--- src/rtl/io_cycle_master.sv ---
// Bus initiator for the 8-bit I/O port space: runs one command as a timed
// setup / strobe / hold cycle and returns read data or a timeout status.
module io_cycle_master #(
    parameter int unsigned SETUP_CYC   = 1,
    parameter int unsigned STROBE_CYC  = 2,
    parameter int unsigned HOLD_CYC    = 1,
    parameter int unsigned TIMEOUT_CYC = 255
) (
    input  logic       clock,
    input  logic       reset_n,
    input  logic       cmd_valid,
    output logic       cmd_ready,
    input  logic       cmd_write,
    input  logic [7:0] cmd_addr,
    input  logic [7:0] cmd_wdata,
    output logic       rsp_valid,
    output logic [7:0] rsp_rdata,
    output logic       rsp_timeout,
    output logic [7:0] io_address,
    output logic       io_iowrite,
    output logic       io_ioread,
    output logic [7:0] io_dout,
    output logic       io_dout_en,
    input  logic [7:0] io_din,
    input  logic       io_wait_n,
    output logic       busy
);

    localparam logic [2:0] StIdle   = 3'd0;
    localparam logic [2:0] StSetup  = 3'd1;
    localparam logic [2:0] StStrobe = 3'd2;
    localparam logic [2:0] StHold   = 3'd3;
    localparam logic [2:0] StResp   = 3'd4;

    localparam int unsigned MaxSh    = (SETUP_CYC > HOLD_CYC) ? SETUP_CYC : HOLD_CYC;
    localparam int unsigned MaxPhase = (MaxSh > STROBE_CYC) ? MaxSh : STROBE_CYC;
    localparam int unsigned CntW     = $clog2(MaxPhase + 1);

    logic [2:0]      state_q, state_d;
    logic [CntW-1:0] cnt_q, cnt_d;
    logic [7:0]      tmo_q, tmo_d;
    logic            write_q, write_d;
    logic [7:0]      addr_q, addr_d;
    logic [7:0]      dout_q, dout_d;
    logic [7:0]      rdata_q, rdata_d;
    logic            timeout_q, timeout_d;

    always_comb begin
        state_d   = state_q;
        cnt_d     = cnt_q;
        tmo_d     = tmo_q;
        write_d   = write_q;
        addr_d    = addr_q;
        dout_d    = dout_q;
        rdata_d   = rdata_q;
        timeout_d = timeout_q;
        case (state_q)
            StIdle: begin
                if (cmd_valid) begin
                    state_d = StSetup;
                    cnt_d   = CntW'(SETUP_CYC);
                    tmo_d   = 8'h00;
                    write_d = cmd_write;
                    addr_d  = cmd_addr;
                    if (cmd_write) dout_d = cmd_wdata;
                end
            end
            StSetup: begin
                if (cnt_q == CntW'(1)) begin
                    state_d = StStrobe;
                    cnt_d   = CntW'(STROBE_CYC);
                end else begin
                    cnt_d = cnt_q - CntW'(1);
                end
            end
            StStrobe: begin
                // Wait is only honoured on the last counted clock and beyond.
                if (cnt_q > CntW'(1)) begin
                    cnt_d = cnt_q - CntW'(1);
                end else if (io_wait_n) begin
                    state_d   = StHold;
                    cnt_d     = CntW'(HOLD_CYC);
                    rdata_d   = write_q ? 8'h00 : io_din;
                    timeout_d = 1'b0;
                end else if (tmo_q == 8'(TIMEOUT_CYC)) begin
                    state_d   = StHold;
                    cnt_d     = CntW'(HOLD_CYC);
                    rdata_d   = write_q ? 8'h00 : 8'hFF;
                    timeout_d = 1'b1;
                end else begin
                    tmo_d = tmo_q + 8'h01;
                end
            end
            StHold: begin
                if (cnt_q == CntW'(1)) begin
                    state_d = StResp;
                end else begin
                    cnt_d = cnt_q - CntW'(1);
                end
            end
            StResp:  state_d = StIdle;
            default: state_d = StIdle;
        endcase
    end

    always_ff @(posedge clock or negedge reset_n) begin
        if (!reset_n) begin
            state_q   <= StIdle;
            cnt_q     <= '0;
            tmo_q     <= 8'h00;
            write_q   <= 1'b0;
            addr_q    <= 8'h00;
            dout_q    <= 8'h00;
            rdata_q   <= 8'h00;
            timeout_q <= 1'b0;
        end else begin
            state_q   <= state_d;
            cnt_q     <= cnt_d;
            tmo_q     <= tmo_d;
            write_q   <= write_d;
            addr_q    <= addr_d;
            dout_q    <= dout_d;
            rdata_q   <= rdata_d;
            timeout_q <= timeout_d;
        end
    end

    always_comb begin
        cmd_ready   = (state_q == StIdle);
        busy        = (state_q != StIdle);
        rsp_valid   = (state_q == StResp);
        rsp_rdata   = rdata_q;
        rsp_timeout = timeout_q;
        io_address  = addr_q;
        io_dout     = dout_q;
        io_iowrite  = (state_q == StStrobe) && write_q;
        io_ioread   = (state_q == StStrobe) && !write_q;
        io_dout_en  = write_q && ((state_q == StSetup) || (state_q == StStrobe) ||
                                  (state_q == StHold));
    end

endmodule

--- config.mk ---
export PLATFORM = sky130hd
export DESIGN_NAME = io_cycle_master
export DESIGN_NICKNAME = d
export VERILOG_FILES = /design/src/rtl/io_cycle_master.sv
export SDC_FILE = /design/constraint.sdc
export NUM_CORES = 1
export LEC_CHECK = 0
export ABC_CLOCK_PERIOD_IN_PS = 2860
export CAP_MARGIN = 20
export CORE_ASPECT_RATIO = 0.75
export CORE_UTILIZATION = 40
export DETAILED_ROUTE_END_ITERATION = 7
export GPL_ROUTABILITY_DRIVEN = 0
export PLACE_DENSITY_LB_ADDON = 0.3
export SKIP_CTS_REPAIR_TIMING = 1
export SYNTH_ARGS = -nofsm -noshare
export SYNTH_HDL_FRONTEND = slang
export SYNTH_SLANG_ARGS = --single-unit
--- constraint.sdc ---
create_clock -name clock -period 2.86 [get_ports clock]
set_input_delay 0.429 -clock clock [delete_from_list [all_inputs] [get_ports clock]]
set_output_delay 0.429 -clock clock [all_outputs]
set_load 0.05 [all_outputs]
Word-level counts from Yosys, hierarchy flattened
Index checks and enable logic that the tools add are counted.

cells by class
  muxes and demuxes = 25
  bitwise operators = 1
  div/mod/pow operators = 0
  multiply operators = 0
  reduce and logical (&&, ||, !) cells = 17
  add/subtract/negate cells = 2
  equal/unequal tests = 15
  $lt $le $gt $ge = 1
  shift operators = 0

operators by type and width
  cell                                                                  count
  8-bit 2-to-1 mux                                                      8
  3-bit 2-to-1 mux                                                      6
  8-bit one-hot mux with 2 select lines                                 1
  2-bit != test, second input constant                                  7
  2-bit 2-to-1 mux                                                      6
  3-bit one-hot mux with 4 select lines                                 1
  5-bit AND reduction                                                   2
  8-bit by 1-bit adder with 8-bit output, second input constant         1
  8-bit == test, second input constant                                  1
  2-bit one-hot mux with 4 select lines                                 1
  3-bit by 2-bit == test with 1-bit output, second input constant       2
  3-bit AND reduction                                                   2
  4-bit != test, second input constant                                  1
  4-bit AND reduction                                                   1
  2-bit nonzero test                                                    2
  4-bit nonzero test                                                    1
  3-bit by 1-bit == test with 1-bit output, second input constant       1
  3-bit == test, second input constant                                  1
  1-bit logical AND                                                     3
  3-bit zero test                                                       1
  3-bit != test, second input constant                                  1
  3-bit nonzero test                                                    1
  2-bit by 1-bit == test with 1-bit output, second input constant       1
  2-bit by 1-bit > comparator with 1-bit output, second input constant  1
  6 further kinds                                                       8

storage, ports and cells
  bits in read-only memories = 0
  word-level logic and storage cells = 69
  register bits after elaboration = 39
  memory bits (writable) = 0
  input bits = 29
  bits in latches = 0
  output and inout bits = 31
  memories = 0

Logic depth before layout (Yosys ltp)
Gate-level depths: netlist of run 1.

  word-level depth = 5
  mapped depth = 7
  gate-level depth less buffers = 6

Worst setup path before layout of run 1
No wires, ideal clock.

  path kind = register to output
  from = reg state_q[0]
  to = out io_dout_en
  arrival time = 1.968 ns
  buffers on the path = 2
  data required time = 2.431 ns
  setup slack = 0.463 ns
  stages on the path, launching flop included = 5
  cell sequence = dfrtp_1 -> buf_2 -> buf_1 -> nor2_1 -> nor3b_1

on the way
  longest elaborated chain between the ends = 4
  elaborated cells on any way between the ends = 6
  those cells by class = 3 x eq/ne; 3 x reduce/logical

RTL lines
  item                                                                                                         line  text
  from (decl)                                                                                                  39    logic [2:0] state_q, state_d;
  from (signal assigned)                                                                                       108   state_q <= StIdle;
  from (signal assigned)                                                                                       117   state_q <= state_d;
  3-bit by 1-bit == test with 1-bit output / 3-bit by 2-bit == test with 1-bit output (equally long branches)  138   io_dout_en = write_q && ((state_q == StSetup) || (state_q == StStrobe) ||
  1-bit logical OR                                                                                             138
  1-bit logical OR (*)                                                                                         138
  1-bit logical AND (*)                                                                                        138
  to (decl)                                                                                                    23    output logic io_dout_en,

Mark *: on every way between the ends. The rest lies on a longest branch, timed or not.

Worst setup path in the final report of run 1
  from = reg state_q[2]
  to = out io_ioread

on the way
  longest elaborated chain between the ends = 2

RTL lines
  item                                      line  text
  3-bit by 2-bit == test with 1-bit output  137   io_ioread = (state_q == StStrobe) && !write_q;
  1-bit logical AND                         137
  to (decl)                                 21    output logic io_ioread,

No other way between the ends.

==> out/qor.yml, run 1 <==
sta:
  rsz0062_at_grt: "no"
  slew_headroom: 0.4378
  setup_tns_ps: 0
  finalSetupViolations: 0
  worst_slack_ps: 180.6
  fmax_ghz: 0.3732
  period_minus_slack_ps: 2679
  slew_viol_final: 0
  tightest_slew_ps: 843.3
  finalCritPeriodShare: 0.9369
  finClkSkew_ps: 11.70
  hold_viol_final: 0
layout:
  syn2layout_area_growth_pct: 36.55
  design_area_mm2: 0.002781
  nets: 295
  final_cells: 322
  diodes: 0
  final_layout_size_suffix_gt1_frac: 0.1374
  final_core_util: 0.5677
  filler_cell_count: 443
clocking:
  cts_root_buf: "clkbuf_8"
  cts.path.max_buffers: 2
  clk_latency_ps: 290
  clk_pin_slew_worst_paths_ps: 80
  cts_tree: "done"
  cts-buffers-inserted: 5
  cts_max_level: 2
  clock_sinks: 39
synth:
  synth-xor-area-share: 0.004300
  synthMuxAreaShare: 0.1044
  synth-seq-area-share: 0.4791
  synth_top_flop_cell: "dfrtp_1"
  syn_area_per_cell_um2: 10.03
  synth-async-reset-ratio: 1.000
  syn-cell-area_mm2: 0.002037
  syn_nets: 237
  synthAdderAreaFrac: 0.03071
  synth-compound-area-share: 0.1314
  synth_edf_count: 0
  synthSimpleGateAreaFrac: 0.1873
  synthCells: 203
  synth.distinct_cells: 47
  synth.ff_latch_count: 39
  synth_warnings: 0
  synth_top_family_by_area: "simple AND/OR/NAND/NOR gates"
critical_path:
  crit_type: "flip-flop to output pin"
  crit_start: "state_q[2]"
  worstSetupEndpointType: "output pin"
  reg2reg_setup_slack_ps: 790
  arrival_ps: 2250
  worstRegToRegCells: 6
  reg2reg_to: "tmo_q[2]"
  reg2reg_from: "cnt_q[1]"
  required_ps: 2430
  path_max_fanout: 11
  cp-start-kind: "flip-flop"
floorplanning:
  dieArea_mm2: 0.005385
  core_area_mm2: 0.004900
  row_count: 22
  initial_utilization: 0.4157
  die_w_um: 84.40
  pin_count: 60
  fp.dieH_um: 63.80
worst_hold_path:
  hp-class: "input pin to asynchronous set/reset pin"
routing:
  drt_wl_total_um: 4522
  wl_per_cell_um: 14.04
  drt_iter0_drc: 89
  drc: 3
  first_pass_iters: 6
  drtAntennaViolNets: 0
  vias: 1680
  vias_per_cell: 5.217
power_and_ir_drop:
  p_leak_nw: 1.242
  internal_power_w: 0.001862
  power_frac_comb: 0.565
  switching_power_w: 0.001619
  pwr_density_cell_mw_per_mm2: 1251
  switching_share: 0.4650
  ir_drop_uv: 507.7
  clkPwrFrac: 0.154
  seqPwrFrac: 0.281
placed_design:
  dp.cells: 314
  place_ws_ps: 465.1
  dp_hpwl_um: 3300
  placedInstanceArea_mm2: 0.002649
  io_buffer_count: 59
global_routing:
  grt_use_total: 0.1756
  grt.overflow.total: 0
  grt_pass1_vias: 1535
  grt_pass1_wl_um: 7376
  grt_antenna_before_repair: 0
  grt_max_degree: 40
run_status:
  violations: "design-rule violations"
  outcome: "finished, violations left"
run:
  cap_violations: 0
[kinds of logic (layout without fill, tap and decap cells)]
| group | after synthesis | in the layout |
|---|---|---|
| fa+ha+maj | 5 | 5 |
| buf+inv | 26 | 85 |
| flops | 39 | 39 |
| simple gates | 75 | 75 |
| mux | 19 | 19 |
| xor+xnor | 1 | 1 |
| compound gates | 38 | 38 |
[flip-flops by register name, summed over array words and instances, names as in the netlist]
signal and count:
state_q 3, rsp_rdata 8, tmo_q 8, cnt_q 2
rsp_timeout 1, io_dout 8, io_address 8, write_q 1
[metrics by stage]
step	power, W	hold slack [ps]
floorplan	0.002336	133.4
global placement	0.002926	457.6
detailed placement	0.002966	461.5
CTS	0.003509	277.3
global route	0.003680	317.2
finish	0.003481	238.1
[power groups by stage]
stage	Clock [W]	Sequential, W	Combinational, W
6_report	0.000535	0.000980	0.00197
5_1_grt	0.000576	0.00102	0.00208
4_1_cts	0.000547	0.000981	0.00198
3_5_place_dp	0	0.000990	0.00198
3_3_place_gp	0	0.000976	0.00195
2_1_floorplan	0	0.00153	0.000807
[routing by layer]
| layer | up-vias | track usage | routed length [um] |
|---|---|---|---|
| met1 | 806 | 0.2415 | 2124 |
| met3 | 6 | 0.03876 | 193 |
| met4 | 0 | 0.05297 | 70 |
| li1 | 820 | - | - |
| met5 | - | 0 | 0 |
| met2 | 48 | 0.2797 | 2134 |
[final cells by class]
cell class / count / area (um2) / share of cell area
flip-flops and latches: 39 / 975.9 / 0.3509
multi-input cells: 138 / 933.4 / 0.3356
repair buffers: 62 / 608.1 / 0.2186
well taps: 60 / 75.07 / 0.02699
clock buffers: 6 / 72.57 / 0.02609
clock inverters: 2 / 60.06 / 0.02159
inverters: 15 / 56.30 / 0.02024
[synth_stat cells, drive strengths merged (2+ instances only)]
master / instances / area [um2]
a21oi: 13 / 65.06
a31oi: 2 / 12.51
and2: 5 / 31.28
and3: 4 / 30.03
buf: 8 / 60.05
clkbuf: 3 / 11.26
dfrtp: 39 / 975.9
ha: 5 / 62.56
inv: 15 / 56.30
mux2: 18 / 202.7
nand2: 35 / 133.9
nand2b: 5 / 31.28
nand3: 3 / 15.01
nand4: 2 / 12.51
nor2: 8 / 30.03
nor2b: 3 / 18.77
nor3: 2 / 15.01
o211ai: 5 / 37.54
o21ai: 3 / 15.01
o311ai: 3 / 26.28
o31ai: 2 / 20.02
or4: 2 / 15.01
[how the worst max path moves through the flow]
stage                            end  slack (ps)  depth (start not counted)
final                      io_ioread         180                          4
after detailed placement  io_iowrite         470                          4
after floorplan           io_dout_en         460                          4
after global placement    io_iowrite         510                          4
after global routing      io_iowrite          50                          4
after CTS                 io_iowrite         150                          4
[cell usage in the layout, fill, tap and decap left out, drive strengths merged, types with 2 or more instances in the layout]
| cell type | instances |
|---|---|
| dfrtp | 39 |
| nor2b | 3 |
| nor3 | 2 |
| o31ai | 2 |
| nand3 | 3 |
| nand2 | 35 |
| bufinv | 2 |
| o211ai | 5 |
| and2 | 5 |
| nand2b | 5 |
| a21oi | 13 |
| o311ai | 3 |
| ha | 5 |
| o21ai | 3 |
| nor2 | 8 |
| and3 | 4 |
| nand4 | 2 |
| inv | 15 |
| or4 | 2 |
| buf | 4 |
| mux2 | 18 |
| a31oi | 2 |
| clkbuf | 6 |
| clkdlybuf4s50 | 58 |
[worst max-delay path: stages (launching register included)]
cell             delay [ps]
dfrtp_1                 500
nor2b_1                 350
nand2b_1                190
nor2_1                  130
clkdlybuf4s50_1         810
Power figures use the tool's default switching activity.
==> run 2, diff against run 1 <==
--- a/config.mk
+++ b/config.mk
@@ -5,8 +5,8 @@
 export SDC_FILE = /design/constraint.sdc
 export NUM_CORES = 1
 export LEC_CHECK = 0
-export ABC_CLOCK_PERIOD_IN_PS = 2860
-export CAP_MARGIN = 20
+export ABC_CLOCK_PERIOD_IN_PS = 2950
+export CAP_MARGIN = 5
 export CORE_ASPECT_RATIO = 0.75
 export CORE_UTILIZATION = 40
 export DETAILED_ROUTE_END_ITERATION = 7
==> constraint.sdc (replaced) <==
create_clock -name clock -period 2.95 [get_ports clock]
set_input_delay 0.4425 -clock clock [delete_from_list [all_inputs] [get_ports clock]]
set_output_delay 0.4425 -clock clock [all_outputs]
set_load 0.05 [all_outputs]
==> run 2 against run 1 <==
  * The run still ends with design-rule violations left
  * Largest cell class unchanged
  * Combinational power is 5% lower
  * Global-route usage grew 1.0 points
  * Sequential share of layout area increased by 0.74 points
  * Count of clock-buffer cells in the layout unchanged
==> out/qor.yml, run 2 (synthesis results as in run 1) <==
run_status:
  outcome: "finished, violations left"
  violations: "design-rule violations"
critical_path:
  cp-start-kind: "flip-flop"
  worstSetupEndpointType: "output pin"
  crit_start: "state_q[2]"
  path_max_fanout: 11  # unchanged
  crit_type: "flip-flop to output pin"
  reg2reg_from: "cnt_q[1]"
  required_ps: 2510  # +80 ps
  arrival_ps: 2260  # about the same
floorplanning:
  initial_utilization: 0.4157  # unchanged
  row_count: 22  # unchanged
  pin_count: 60  # unchanged
  die_w_um: 84.40  # unchanged
  core_area_mm2: 0.004900  # unchanged
  fp.dieH_um: 63.80  # unchanged
  dieArea_mm2: 0.005385  # unchanged
clocking:
  clk_latency_ps: 280  # about the same
  clock_sinks: 39  # unchanged
  cts_tree: "done"
  cts-buffers-inserted: 5  # unchanged
  cts.path.max_buffers: 2  # unchanged
  cts_root_buf: "clkbuf_8"
  clk_pin_slew_worst_paths_ps: 70  # about the same
  cts_max_level: 2  # unchanged
global_routing:
  grt_use_total: 0.1860  # +0.01041
  grt_max_degree: 40  # unchanged
  grt_antenna_before_repair: 0  # unchanged
  grt_pass1_vias: 1628  # +6.1%
  grt_pass1_wl_um: 7783  # +5.5%
  grt.overflow.total: 0  # unchanged
sta:
  slew_headroom: 0.4208  # -0.01700
  tightest_slew_ps: 868.8  # +25.50 ps
  finClkSkew_ps: 3.028  # -8.669 ps
  fmax_ghz: 0.3704
  hold_viol_final: 0  # unchanged
  period_minus_slack_ps: 2700
  setup_tns_ps: 0  # unchanged
  rsz0062_at_grt: "no"
  finalSetupViolations: 0  # unchanged
  finalCritPeriodShare: 0.9153
  slew_viol_final: 0  # unchanged
routing:
  first_pass_iters: 6  # unchanged
  vias: 1652  # -1.7%
  drc: 3  # unchanged
  vias_per_cell: 5.179  # -0.74%
  drtAntennaViolNets: 0  # unchanged
  wl_per_cell_um: 14.06  # +0.11%
  drt_wl_total_um: 4485  # -0.82%
  drt_iter0_drc: 75  # -16%
placed_design:
  io_buffer_count: 59  # unchanged
  dp_hpwl_um: 3290  # -0.30%
run:
  cap_violations: 0  # unchanged
layout:
  final_layout_size_suffix_gt1_frac: 0.1313  # -0.006130
  final_common_cell: "clkdlybuf4s50_1"
  most-common-layout-cells: "57 x clkdlybuf4s50_1, 39 x dfrtp_1, 34 x nand2_1, 18 x mux2_2, 15 x inv_1"
  filler_cell_count: 464  # +4.7%
  nets: 293  # -0.68%
  diodes: 0  # unchanged
  syn2layout_area_growth_pct: 33.72
  multiInputGateArea_um2: 933.4  # unchanged
  final_core_util: 0.5559  # -0.01175
  seqCellArea_um2: 975.9  # unchanged
power_and_ir_drop:
  switching_power_w: 0.001557  # -3.8%
  seqPwrFrac: 0.302  # +0.021
  power_frac_comb: 0.586  # +0.021
  p_leak_nw: 1.231  # -0.90%
  internal_power_w: 0.001637  # -12%
  ir_drop_uv: 463.6  # -8.7%
  pwr_density_cell_mw_per_mm2: 1173  # -6.3%
  clkPwrFrac: 0.113  # -0.041
  switching_share: 0.4874  # +0.02240
worst_hold_path:
  hp-class: "input pin to asynchronous set/reset pin"
run 2: final cells by class:
type	instances	share of cell area
Sequential cell	39	0.3583
Multi-Input combinational cell	138	0.3427
Timing Repair Buffer	60	0.2186
Clock buffer	6	0.03032
Tap cell	60	0.02756
Inverter	15	0.02067
Clock inverter	1	0.001837
run 2: stage by stage:
stage,hold slack (ps),total power [W],cells,setup slack (ps),cell area (um2)
after floorplan,146.9,0.002265,203,539.6,2037
after global placement,459.9,0.002821,312,542.1,2634
after detailed placement,461.6,0.002855,312,500.9,2634
after CTS,301.1,0.003224,319,174.4,2721
after global routing,332.0,0.003409,319,81.14,2724
final,268.2,0.003194,319,249.9,2724
run 2: worst paths after layout:
path	to	slack, ps	cells after the start
worst max-delay path	io_iowrite	250	4
min in group clock	io_address[0]	470	2
max in group asynchronous	io_address[4]	2130	1
worst min register to register	io_address[0]	470	2
worst min-delay path	rsp_rdata[0]	270	1
worst max register to register	tmo_q[3]	890	6
run 2: worst max-delay path, cell delays in order (launching register included):
cell,delay [ps]
dfrtp_1,490
nand2b_1,260
nor2_1,260
and2_1,170
clkdlybuf4s50_1,790
run 2: metal layers:
layer / GRT usage / vias to the layer above / wire length (um)
met1: 0.2432 / 779 / 2123
li1: - / 816 / -
met4: 0.09322 / 0 / 137
met5: 0 / - / 0
met3: 0.05168 / 13 / 246
met2: 0.2859 / 44 / 1978
run 2: power groups by stage:
stage | clock [W] | sequential [W] | combinational (W)
final | 0.000360 | 0.000963 | 0.00187
after global routing | 0.000397 | 0.00101 | 0.00201
after detailed placement | 0 | 0.000973 | 0.00188
after global placement | 0 | 0.000964 | 0.00186
after CTS | 0.000373 | 0.000964 | 0.00189
after floorplan | 0 | 0.00148 | 0.000783
==> run 3, diff against run 2 <==
==> constraint.sdc (replaced) <==
create_clock -name clock -period 2.95 [get_ports clock]
set_input_delay 0.885 -clock clock [delete_from_list [all_inputs] [get_ports clock]]
set_output_delay 0.885 -clock clock [all_outputs]
set_load 0.05 [all_outputs]
==> run 3 against run 2 <==
  * The run still ends with design-rule violations left
  * Cell area up 2.0%
  * Sequential power decreased by 2.2%
  * Clock skew increased by 1.5 ps
  * Critical path depth down 1
  * Fmax fell by 3.6%
  * Worst setup slack lost 100 ps
  * Power increased by 5.8%
  * Critical path type unchanged
  * Largest cell class unchanged
  * Highest routed layer unchanged
==> out/qor.yml, run 3 (synthesis results as in run 1) <==
routing:
  drtAntennaViolNets: 0  # unchanged
  first_pass_iters: 6  # unchanged
  drt_wl_total_um: 4501  # +0.36%
  drc: 6  # +3
  vias_per_cell: 5.121  # -1.1%
  wl_per_cell_um: 13.93  # -0.89%
  drt_iter0_drc: 93  # +24%
  vias: 1654  # +0.12%
clocking:
  clk_latency_ps: 290  # about the same
  clock_sinks: 39  # unchanged
  clk_pin_slew_worst_paths_ps: 80  # about the same
  cts_root_buf: "clkbuf_8"
  cts-buffers-inserted: 5  # unchanged
  cts_max_level: 2  # unchanged
  cts_tree: "done"
  cts.path.max_buffers: 2  # unchanged
sta:
  tightest_slew_ps: 844.1  # -24.76 ps
  slew_headroom: 0.4373  # +0.01650
  slew_viol_final: 0  # unchanged
  period_minus_slack_ps: 2802  # +102.1 ps
  fmax_ghz: 0.3569  # -3.6%
  worst_slack_ps: 147.8  # -102.1 ps
  setup_tns_ps: 0  # unchanged
  rsz0062_at_grt: "no"
  finalSetupViolations: 0  # unchanged
  hold_viol_final: 0  # unchanged
  whs_ps: 475.4  # +207.2 ps
  finalCritPeriodShare: 0.9499  # +0.03461
  finClkSkew_ps: 4.513  # +1.485 ps
floorplanning:
  core_area_mm2: 0.004900  # unchanged
  dieArea_mm2: 0.005385  # unchanged
  initial_utilization: 0.4157  # unchanged
  die_w_um: 84.40  # unchanged
  fp.dieH_um: 63.80  # unchanged
  row_count: 22  # unchanged
  pin_count: 60  # unchanged
global_routing:
  grt_pass1_wl_um: 7714  # -0.89%
  grt_use_total: 0.1828  # -0.003275
  grt.overflow.total: 0  # unchanged
  grt_max_degree: 40  # unchanged
  grtUsageMet2: 0.2777  # -0.008197
  use_met3: 0.05556  # +0.003876
  grt-busiest-layer: "met2"
  grt_use_met1: 0.2541  # +0.01099
  grt_pass1_vias: 1571  # -3.5%
  grt_antenna_before_repair: 0  # unchanged
critical_path:
  crit_path_top_delay_cell: "clkdlybuf4s50_1"
  worstSetupEndpointType: "output pin"
  cp_top_family: "buffers and inverters"
  crit_type: "flip-flop to output pin"
  reg2reg_setup_slack_ps: 900  # about the same
  cp-start-kind: "flip-flop"
  required_ps: 2070  # -440 ps
  reg2reg_from: "cnt_q[1]"
  reg2reg_to: "tmo_q[2]"
  critical_path_buf_inv_count: 1  # unchanged
  slowest_delay_ps: 790  # about the same
  path_cells: "nor2_1 > and2_1 > clkdlybuf4s50_1"
  crit_start: "state_q[1]"
  path_max_fanout: 13  # +2
  arrival_ps: 1920  # -340 ps
  path_depth: 3  # -1
  crit_end: "rsp_valid"
  worstRegToRegCells: 6  # unchanged
placed_design:
  place_ws_ps: 267.9  # -233.0 ps
  io_buffer_count: 59  # unchanged
  dp_hpwl_um: 3220  # -2.1%
power_and_ir_drop:
  ir_drop_uv: 634.2  # +37%
  p_leak_nw: 1.254  # +1.9%
  pwr_density_cell_mw_per_mm2: 1216  # +3.7%
worst_hold_path:
  hp-start: "io_address[5]"
  hp-class: "flip-flop to flip-flop"
layout:
  syn2layout_area_growth_pct: 36.43
  nets: 296  # +1.0%
  final_layout_size_suffix_gt1_frac: 0.1559  # +0.02462
  final_common_cell: "clkdlybuf4s50_1"
  final_core_util: 0.5672  # +0.01124
  most-common-layout-cells: "54 x clkdlybuf4s50_1, 39 x dfrtp_1, 34 x nand2_1, 18 x mux2_2, 15 x inv_1"
  diodes: 0  # unchanged
run:
  cap_violations: 0  # unchanged
run_status:
  violations: "design-rule violations"
  outcome: "finished, violations left"
## run 3: cell types whose count changed in the layout (fill, tap and decap cells not counted), sizes merged
cell           previous run  this run
bufinv                    0         2
dlymetal6s2s              1         0
clkinv                    1         0
clkdlybuf4s50            57        54
buf                       2         9
## run 3: how the worst min path moves through the flow
stage / end / slack (ps) / depth (start not counted)
detailed placement: io_address[0] / 460 / 2
floorplan: tmo_q[5] / 490 / 1
global route: io_address[1] / 510 / 2
global placement: io_address[5] / 460 / 2
CTS: io_address[0] / 480 / 2
finish: io_address[5] / 480 / 2
## run 3: worst reg2reg max path, stage by stage, from the launching register on
cell and delay (ps):
dfrtp_1 440, inv_1 90, ha_1 230, nand2b_1 200
nand2_1 190, or4b_2 650, o211ai_1 170
## run 3: layout make-up
type | count | area, um2
clock buffer | 6 | 72.57
clock inverter | 2 | 60.06
fill | 430 | 2121
inverter | 15 | 56.30
multi-input combinational | 138 | 933.4
sequential | 39 | 975.9
tap | 60 | 75.07
timing repair buffer | 63 | 605.6
## run 3: metrics by stage
stage / total power, W / instance area (um2) / instances
2_1_floorplan: 0.002265 / 2037 / 203
3_3_place_gp: 0.002841 / 2646 / 315
3_5_place_dp: 0.002863 / 2646 / 315
4_1_cts: 0.003401 / 2779 / 323
5_1_grt: 0.003581 / 2779 / 323
6_report: 0.003379 / 2779 / 323
## run 3: per-layer routing
layer / wire (um) / vias up
met5: 0 / -
li1: - / 821
met2: 2035 / 42
met4: 45 / 0
met3: 227 / 5
met1: 2191 / 786
## run 3: report_power, final
part	leakage, nW	total [W]	switching [W]	internal (W)
logic	0.702	0.00191	0.00120	0.000704
registers	0.487	0.000942	0.000184	0.000758
clock network	0.0654	0.000531	0.000192	0.000338
total	1.25	0.00338	0.00158	0.00180
